`config.mk`:
```
export PLATFORM = sky130hd
export DESIGN_NAME = datamem_arbiter
export DESIGN_NICKNAME = d
export VERILOG_FILES = /design/src/rtl/dmem_pkg.sv /design/src/rtl/rr_arbiter2.sv /design/src/rtl/datamem_arbiter.sv
export SDC_FILE = /design/constraint.sdc
export NUM_CORES = 1
export LEC_CHECK = 0
export CORE_AREA = 2 2 118 120
export DETAILED_ROUTE_END_ITERATION = 10
export DIE_AREA = 0 0 120 122
export PLACE_DENSITY = 0.68
export SKIP_CTS_REPAIR_TIMING = 1
export SYNTH_ARGS = -nofsm -noshare
export SYNTH_HDL_FRONTEND = slang
export SYNTH_SLANG_ARGS = --single-unit
```
`constraint.sdc`:
```
create_clock -name clk -period 1.8 [get_ports clk]
set_input_delay 0.36 -clock clk [delete_from_list [all_inputs] [get_ports clk]]
set_output_delay 0.36 -clock clk [all_outputs]
set_load 0.005 [all_outputs]
```
`src/rtl/dmem_pkg.sv`:
```
// Shared constants, port identifiers and the address range check for the
// data-memory arbiter.
package dmem_pkg;

  localparam int unsigned MEM_DEPTH  = 1024;
  localparam int unsigned WORD_WIDTH = 32;

  typedef enum logic {
    PORT_CPU = 1'b0,
    PORT_DMA = 1'b1
  } port_e;

  // A word access is legal only if all four bytes fall inside the memory.
  function automatic logic in_range(input logic [WORD_WIDTH-1:0] addr,
                                    input int unsigned            depth);
    return (addr <= WORD_WIDTH'(depth - 32'd4));
  endfunction

endpackage

```
`src/rtl/rr_arbiter2.sv`:
```
// Two-way grant logic: round-robin or fixed priority to port 0, with a
// starvation guard that forces a port-1 grant in fixed-priority mode.
module rr_arbiter2 #(
  parameter bit          RR_MODE      = 1'b1,
  parameter int unsigned STARVE_LIMIT = 8
) (
  input  logic clk,
  input  logic nrst,
  input  logic req0,
  input  logic req1,
  output logic gnt0,
  output logic gnt1
);
  import dmem_pkg::*;

  localparam logic [7:0] LIMIT = 8'(STARVE_LIMIT);

  port_e      last_gnt_r;
  logic [7:0] starve_cnt_r;
  logic [7:0] starve_cnt_nxt_s;
  logic       force_s;

  // Grant selection: forced port 1 first, then single requester, then tie-break
  always_comb begin
    gnt0    = 1'b0;
    gnt1    = 1'b0;
    force_s = (RR_MODE == 1'b0) && (starve_cnt_r == LIMIT) && req1;
    if (force_s) begin
      gnt1 = 1'b1;
    end else if (req0 && !req1) begin
      gnt0 = 1'b1;
    end else if (req1 && !req0) begin
      gnt1 = 1'b1;
    end else if (req0 && req1) begin
      if (RR_MODE && (last_gnt_r == PORT_CPU)) begin
        gnt1 = 1'b1;
      end else begin
        gnt0 = 1'b1;
      end
    end else begin
      gnt0 = 1'b0;
      gnt1 = 1'b0;
    end
  end

  // Starvation counter: counts port-1 waiting cycles, saturating at the limit
  always_comb begin
    starve_cnt_nxt_s = 8'd0;
    if (req1 && !gnt1) begin
      if (starve_cnt_r >= LIMIT) begin
        starve_cnt_nxt_s = LIMIT;
      end else begin
        starve_cnt_nxt_s = starve_cnt_r + 8'd1;
      end
    end else begin
      starve_cnt_nxt_s = 8'd0;
    end
  end

  // Arbitration state; last_gnt resets to port 1 so port 0 wins the first tie
  always_ff @(posedge clk or negedge nrst) begin
    if (!nrst) begin
      last_gnt_r   <= PORT_DMA;
      starve_cnt_r <= 8'd0;
    end else begin
      if (gnt0) begin
        last_gnt_r <= PORT_CPU;
      end else if (gnt1) begin
        last_gnt_r <= PORT_DMA;
      end else begin
        last_gnt_r <= last_gnt_r;
      end
      starve_cnt_r <= starve_cnt_nxt_s;
    end
  end

endmodule

```
`src/rtl/datamem_arbiter.sv`:
```
// Shares the single-ported big-endian data memory between the CPU load/store
// path (port 0) and the DMA/debug loader (port 1), one access per cycle.
module datamem_arbiter #(
  parameter int unsigned MEM_DEPTH    = dmem_pkg::MEM_DEPTH,
  parameter int unsigned WORD_WIDTH   = dmem_pkg::WORD_WIDTH,
  parameter bit          RR_MODE      = 1'b1,
  parameter int unsigned STARVE_LIMIT = 8
) (
  input  logic                  clk,
  input  logic                  nrst,
  input  logic                  p0_req,
  input  logic                  p0_wr,
  input  logic [WORD_WIDTH-1:0] p0_addr,
  input  logic [WORD_WIDTH-1:0] p0_wdata,
  output logic                  p0_gnt,
  output logic                  p0_rvalid,
  output logic [WORD_WIDTH-1:0] p0_rdata,
  output logic                  p0_err,
  input  logic                  p1_req,
  input  logic                  p1_wr,
  input  logic [WORD_WIDTH-1:0] p1_addr,
  input  logic [WORD_WIDTH-1:0] p1_wdata,
  output logic                  p1_gnt,
  output logic                  p1_rvalid,
  output logic [WORD_WIDTH-1:0] p1_rdata,
  output logic                  p1_err,
  output logic [WORD_WIDTH-1:0] mem_addr,
  output logic                  mem_wr,
  output logic [WORD_WIDTH-1:0] mem_wdata,
  input  logic [WORD_WIDTH-1:0] mem_rdata
);
  import dmem_pkg::*;

  logic                  gnt0_s;
  logic                  gnt1_s;
  logic                  any_gnt_s;
  port_e                 sel_port_s;
  logic                  sel_wr_s;
  logic                  sel_in_range_s;
  logic [WORD_WIDTH-1:0] sel_addr_s;
  logic [WORD_WIDTH-1:0] sel_wdata_s;
  logic [WORD_WIDTH-1:0] addr_hold_r;
  logic [WORD_WIDTH-1:0] wdata_hold_r;
  logic                  rsp_pend_r;
  port_e                 rsp_port_r;
  logic                  rsp_err_r;

  rr_arbiter2 #(
    .RR_MODE      (RR_MODE),
    .STARVE_LIMIT (STARVE_LIMIT)
  ) u_arb (
    .clk  (clk),
    .nrst (nrst),
    .req0 (p0_req),
    .req1 (p1_req),
    .gnt0 (gnt0_s),
    .gnt1 (gnt1_s)
  );

  assign p0_gnt = gnt0_s;
  assign p1_gnt = gnt1_s;

  // Memory mux: granted port drives the pins; idle cycles hold the address
  always_comb begin
    any_gnt_s = gnt0_s | gnt1_s;
    if (gnt1_s) begin
      sel_port_s  = PORT_DMA;
      sel_wr_s    = p1_wr;
      sel_addr_s  = p1_addr;
      sel_wdata_s = p1_wdata;
    end else begin
      sel_port_s  = PORT_CPU;
      sel_wr_s    = p0_wr;
      sel_addr_s  = p0_addr;
      sel_wdata_s = p0_wdata;
    end
    sel_in_range_s = in_range(sel_addr_s, MEM_DEPTH);
    if (any_gnt_s) begin
      mem_addr  = sel_addr_s;
      mem_wdata = sel_wdata_s;
      mem_wr    = sel_wr_s & sel_in_range_s;
    end else begin
      mem_addr  = addr_hold_r;
      mem_wdata = wdata_hold_r;
      mem_wr    = 1'b0;
    end
  end

  // Held memory address/data and the one-deep response pipeline
  always_ff @(posedge clk or negedge nrst) begin
    if (!nrst) begin
      addr_hold_r  <= {WORD_WIDTH{1'b0}};
      wdata_hold_r <= {WORD_WIDTH{1'b0}};
      rsp_pend_r   <= 1'b0;
      rsp_port_r   <= PORT_CPU;
      rsp_err_r    <= 1'b0;
    end else begin
      if (any_gnt_s) begin
        addr_hold_r  <= sel_addr_s;
        wdata_hold_r <= sel_wdata_s;
      end else begin
        addr_hold_r  <= addr_hold_r;
        wdata_hold_r <= wdata_hold_r;
      end
      // Reads always answer; writes answer only to report a range error
      rsp_pend_r <= any_gnt_s & (~sel_wr_s | ~sel_in_range_s);
      rsp_port_r <= sel_port_s;
      rsp_err_r  <= any_gnt_s & ~sel_in_range_s;
    end
  end

  // Response steering; the non-responding port stays quiet with zero data
  always_comb begin
    p0_rvalid = rsp_pend_r && (rsp_port_r == PORT_CPU);
    p1_rvalid = rsp_pend_r && (rsp_port_r == PORT_DMA);
    p0_err    = p0_rvalid & rsp_err_r;
    p1_err    = p1_rvalid & rsp_err_r;
    if (p0_rvalid && !rsp_err_r) begin
      p0_rdata = mem_rdata;
    end else begin
      p0_rdata = {WORD_WIDTH{1'b0}};
    end
    if (p1_rvalid && !rsp_err_r) begin
      p1_rdata = mem_rdata;
    end else begin
      p1_rdata = {WORD_WIDTH{1'b0}};
    end
  end

endmodule

```
==> impl_metrics.env <==
export IMPL_fin_crit_ps=2330
export IMPL_syn_area_mm2=0.00361
export IMPL_synth_avg_cell_area_um2=9.15
export IMPL_cts_buffers=9
export IMPL_slew_headroom_pct=73.9
export IMPL_synth_warnings=0
export IMPL_drc=0
export IMPL_power_density_mw_per_mm2=599
export IMPL_routabilityCongestion=0.892
export IMPL_clkTransAtPathRegs_ps=60
export IMPL_met2_usage_pct=36.5
export IMPL_final_cells=1037
export IMPL_synthXorXnorAreaFrac_pct=0
export IMPL_htreeDepth=3
export IMPL_period_share_pct=130
export IMPL_gr_usage_met3_pct=5.90
export IMPL_ys_flop_type="dfrtp_1"
export IMPL_antenna_found_initial=0
export IMPL_worstPathRequired_ps=1440
export IMPL_overflow=0
export IMPL_grt_first_pass_wirelength_um=23400
export IMPL_r2r_slack_ps=-50
export IMPL_rr_worst_depth=9
export IMPL_synth_fa_ha_area_share_pct=0
export IMPL_drtAntennaViolNets=0
export IMPL_fin_setup_tns_ps=-37890
export IMPL_synthTopCellsByCount="nand2_1, dfrtp_1, and2_1"
export IMPL_cts_num_sinks=68
export IMPL_rsz0062_at_grt="true"
export IMPL_start_util_pct=26.7
export IMPL_status="complete, but fails checks"
export IMPL_failed_checks="negative setup slack"
export IMPL_drv_slew=0
export IMPL_netlist_instances=394
export IMPL_fp_dieW_um=120
export IMPL_grt_pass1_vias=4427
export IMPL_ys_seq_elements=68
export IMPL_n_antenna_cell=0
export IMPL_cts_tree="done"
export IMPL_post_drt_wl_per_cell_um=18.7
export IMPL_vias_per_cell=4.73
export IMPL_drtIter0Drc=146
export IMPL_num_vias=4900
export IMPL_finalHoldViolCount=0
export IMPL_synth_top_family_by_area="simple AND/OR/NAND/NOR gates"
export IMPL_nFillCells=1031
export IMPL_leakagePower_nw=4.42
export IMPL_irDropWorstVdd_v=0.000549
export IMPL_maxCapViolCount=0
export IMPL_synth_edf_count=0
export IMPL_core_mm2=0.0135
export IMPL_setup_viol=133
export IMPL_critPathKind="reg2out"
export IMPL_die_h_um=122
export IMPL_r2r_end="rsp_pend_r"
export IMPL_clockBufferDepth=2
export IMPL_busiest_layer="met2"
export IMPL_finalClockSkew_ps=7.45
export IMPL_critPathCaptureType="primary output"
export IMPL_yosysSeqAreaShare_pct=47.2
export IMPL_timing_rr_start="u_arb.last_gnt_r"
export IMPL_yosys_area_share_simple_pct=27.0
export IMPL_regArea_mm2=0.00170
export IMPL_io_pins=301
export IMPL_met1_usage_pct=22.8
export IMPL_syn_to_final_growth_pct=150
export IMPL_worstPathArrival_ps=1970
export IMPL_crit_fanout=5
export IMPL_port_buffers=300
export IMPL_wirelength_um=19400
export IMPL_yosysTopAreaCellShare_pct=46.5
export IMPL_drive_gt1_share_pct=51.1
export IMPL_yosysMostFrequentCell="nand2_1"
export IMPL_grt_max_degree=69
export IMPL_start_kind="flip-flop"
export IMPL_synth_compound_area_share_pct=11.9
export IMPL_ys_async_sr_fraction_pct=100
export IMPL_die_area_mm2=0.0146
export IMPL_synth_area_leader_cell="dfrtp_1"
export IMPL_cts_root_buf="clkbuf_16"
export IMPL_min_path_type="in2async"
export IMPL_hpwl_um=12300
export IMPL_worst_pin_slew_ps=391
export IMPL_clock_latency_ps=330
export IMPL_max_freq_ghz=0.429
export IMPL_syn_nets=560
export IMPL_ys_types=29
export IMPL_setup_ws_ps=-533
export IMPL_layout_nets=1018
export IMPL_ys_top_cells_by_area="dfrtp_1, and2_1, nand2_1, mux2i_1, a22oi_1"
export IMPL_num_rows=43
export IMPL_track_usage_pct=20.6
export IMPL_multi_input_area_mm2=0.00229
export IMPL_dp_cells=917
export IMPL_dr_pass1_iters=4
export IMPL_synthMuxAreaShare_pct=9.47
[critical path: stages, from the launching register on]
cell and delay [ps]:
dfstp_2 550, a21boi_4 90, clkbuf_16 180, buf_6 120
buf_6 100, nor3_2 170, o21a_1 150, and3b_1 160
buf_2 130
[power breakdown]
| part | switching, mW | internal, mW | leakage, nW | total (mW) |
|---|---|---|---|---|
| clock | 0.652 | 0.968 | 0.133 | 1.62 |
| sequential | 0.0612 | 1.70 | 0.806 | 1.76 |
| combinational | 0.788 | 1.23 | 3.48 | 2.02 |
[how the worst max path moves through the flow]
stage / from / end / slack (ps)
floorplan: u_arb.last_gnt_r / mem_wr / 130
global placement: p1_req / mem_addr[13] / -1010
detailed placement: p1_req / mem_addr[26] / -1040
CTS: p1_req / mem_addr[26] / -1030
global route: u_arb.last_gnt_r / mem_wdata[30] / -610
finish: u_arb.last_gnt_r / mem_wr / -530
[cells in the final DEF (no fill, tap or decap), types with 2 or more instances in the layout]
master / n
a21oi_1: 2
a22oi_1: 20
a22oi_2: 12
and2_1: 29
and2_4: 37
buf_12: 17
buf_2: 38
buf_4: 110
buf_6: 79
buf_8: 4
clkbuf_1: 2
clkbuf_16: 17
clkbuf_2: 41
clkdlybuf4s50_1: 162
clkinv_2: 2
dfrtp_1: 66
dlymetal6s2s_1: 15
mux2i_1: 22
mux2i_2: 8
mux2i_4: 3
nand2_1: 53
nand2_2: 21
nand2_4: 23
nand4_1: 6
nor2_1: 6
nor2_4: 2
nor2b_4: 2
nor4_1: 6
nor4_2: 5
o21ai_1: 24
o21ai_2: 8
[layer usage]
layer	routed length, µm	up-vias	part of all wire [%]
li1	-	2280	-
met1	6910	2358	36
met2	10400	214	54
met3	1320	48	6.8
met4	744	0	3.8
met5	0	-	0
[cells by family (layout without fill, tap and decap cells)]
| family | Yosys count | after routing |
|---|---|---|
| AOI/OAI and AO/OA | 68 | 68 |
| buffers and inverters | 28 | 491 |
| DFF | 68 | 68 |
| muxes | 34 | 34 |
| and+or+nand+nor | 196 | 196 |
[cell type report]
cell class                 count  area share (%)
tap                          180            2.50
sequential                    68            18.9
clock buffer                  12            2.73
multi-input combinational    298            25.4
clock inverter                 4           0.292
inverter                       1          0.0416
timing repair buffer         474            50.2
[per-stage QoR]
stage | util (%) | power [mW] | area (µm²) | hold slack, ps | setup WS [ps]
CTS | 56.3 | 4.98 | 7600 | 62.6 | -1030
detailed placement | 54.2 | 3.33 | 7330 | 423 | -1040
global route | 66.7 | 5.66 | 9010 | 80.0 | -610
floorplan | - | 2.19 | 3610 | 64.4 | 132
finish | 66.7 | 5.40 | 9010 | 54.0 | -533
global placement | 54.2 | 3.30 | 7330 | 414 | -1010
[state kept, by name, indices dropped and copies added, names as in the netlist]
register,flops
addr_hold_r,32
rsp_err_r,1
rsp_pend_r,1
rsp_port_r,1
u_arb.last_gnt_r,1
wdata_hold_r,32
Note: power is estimated with default switching activity, not from simulation.
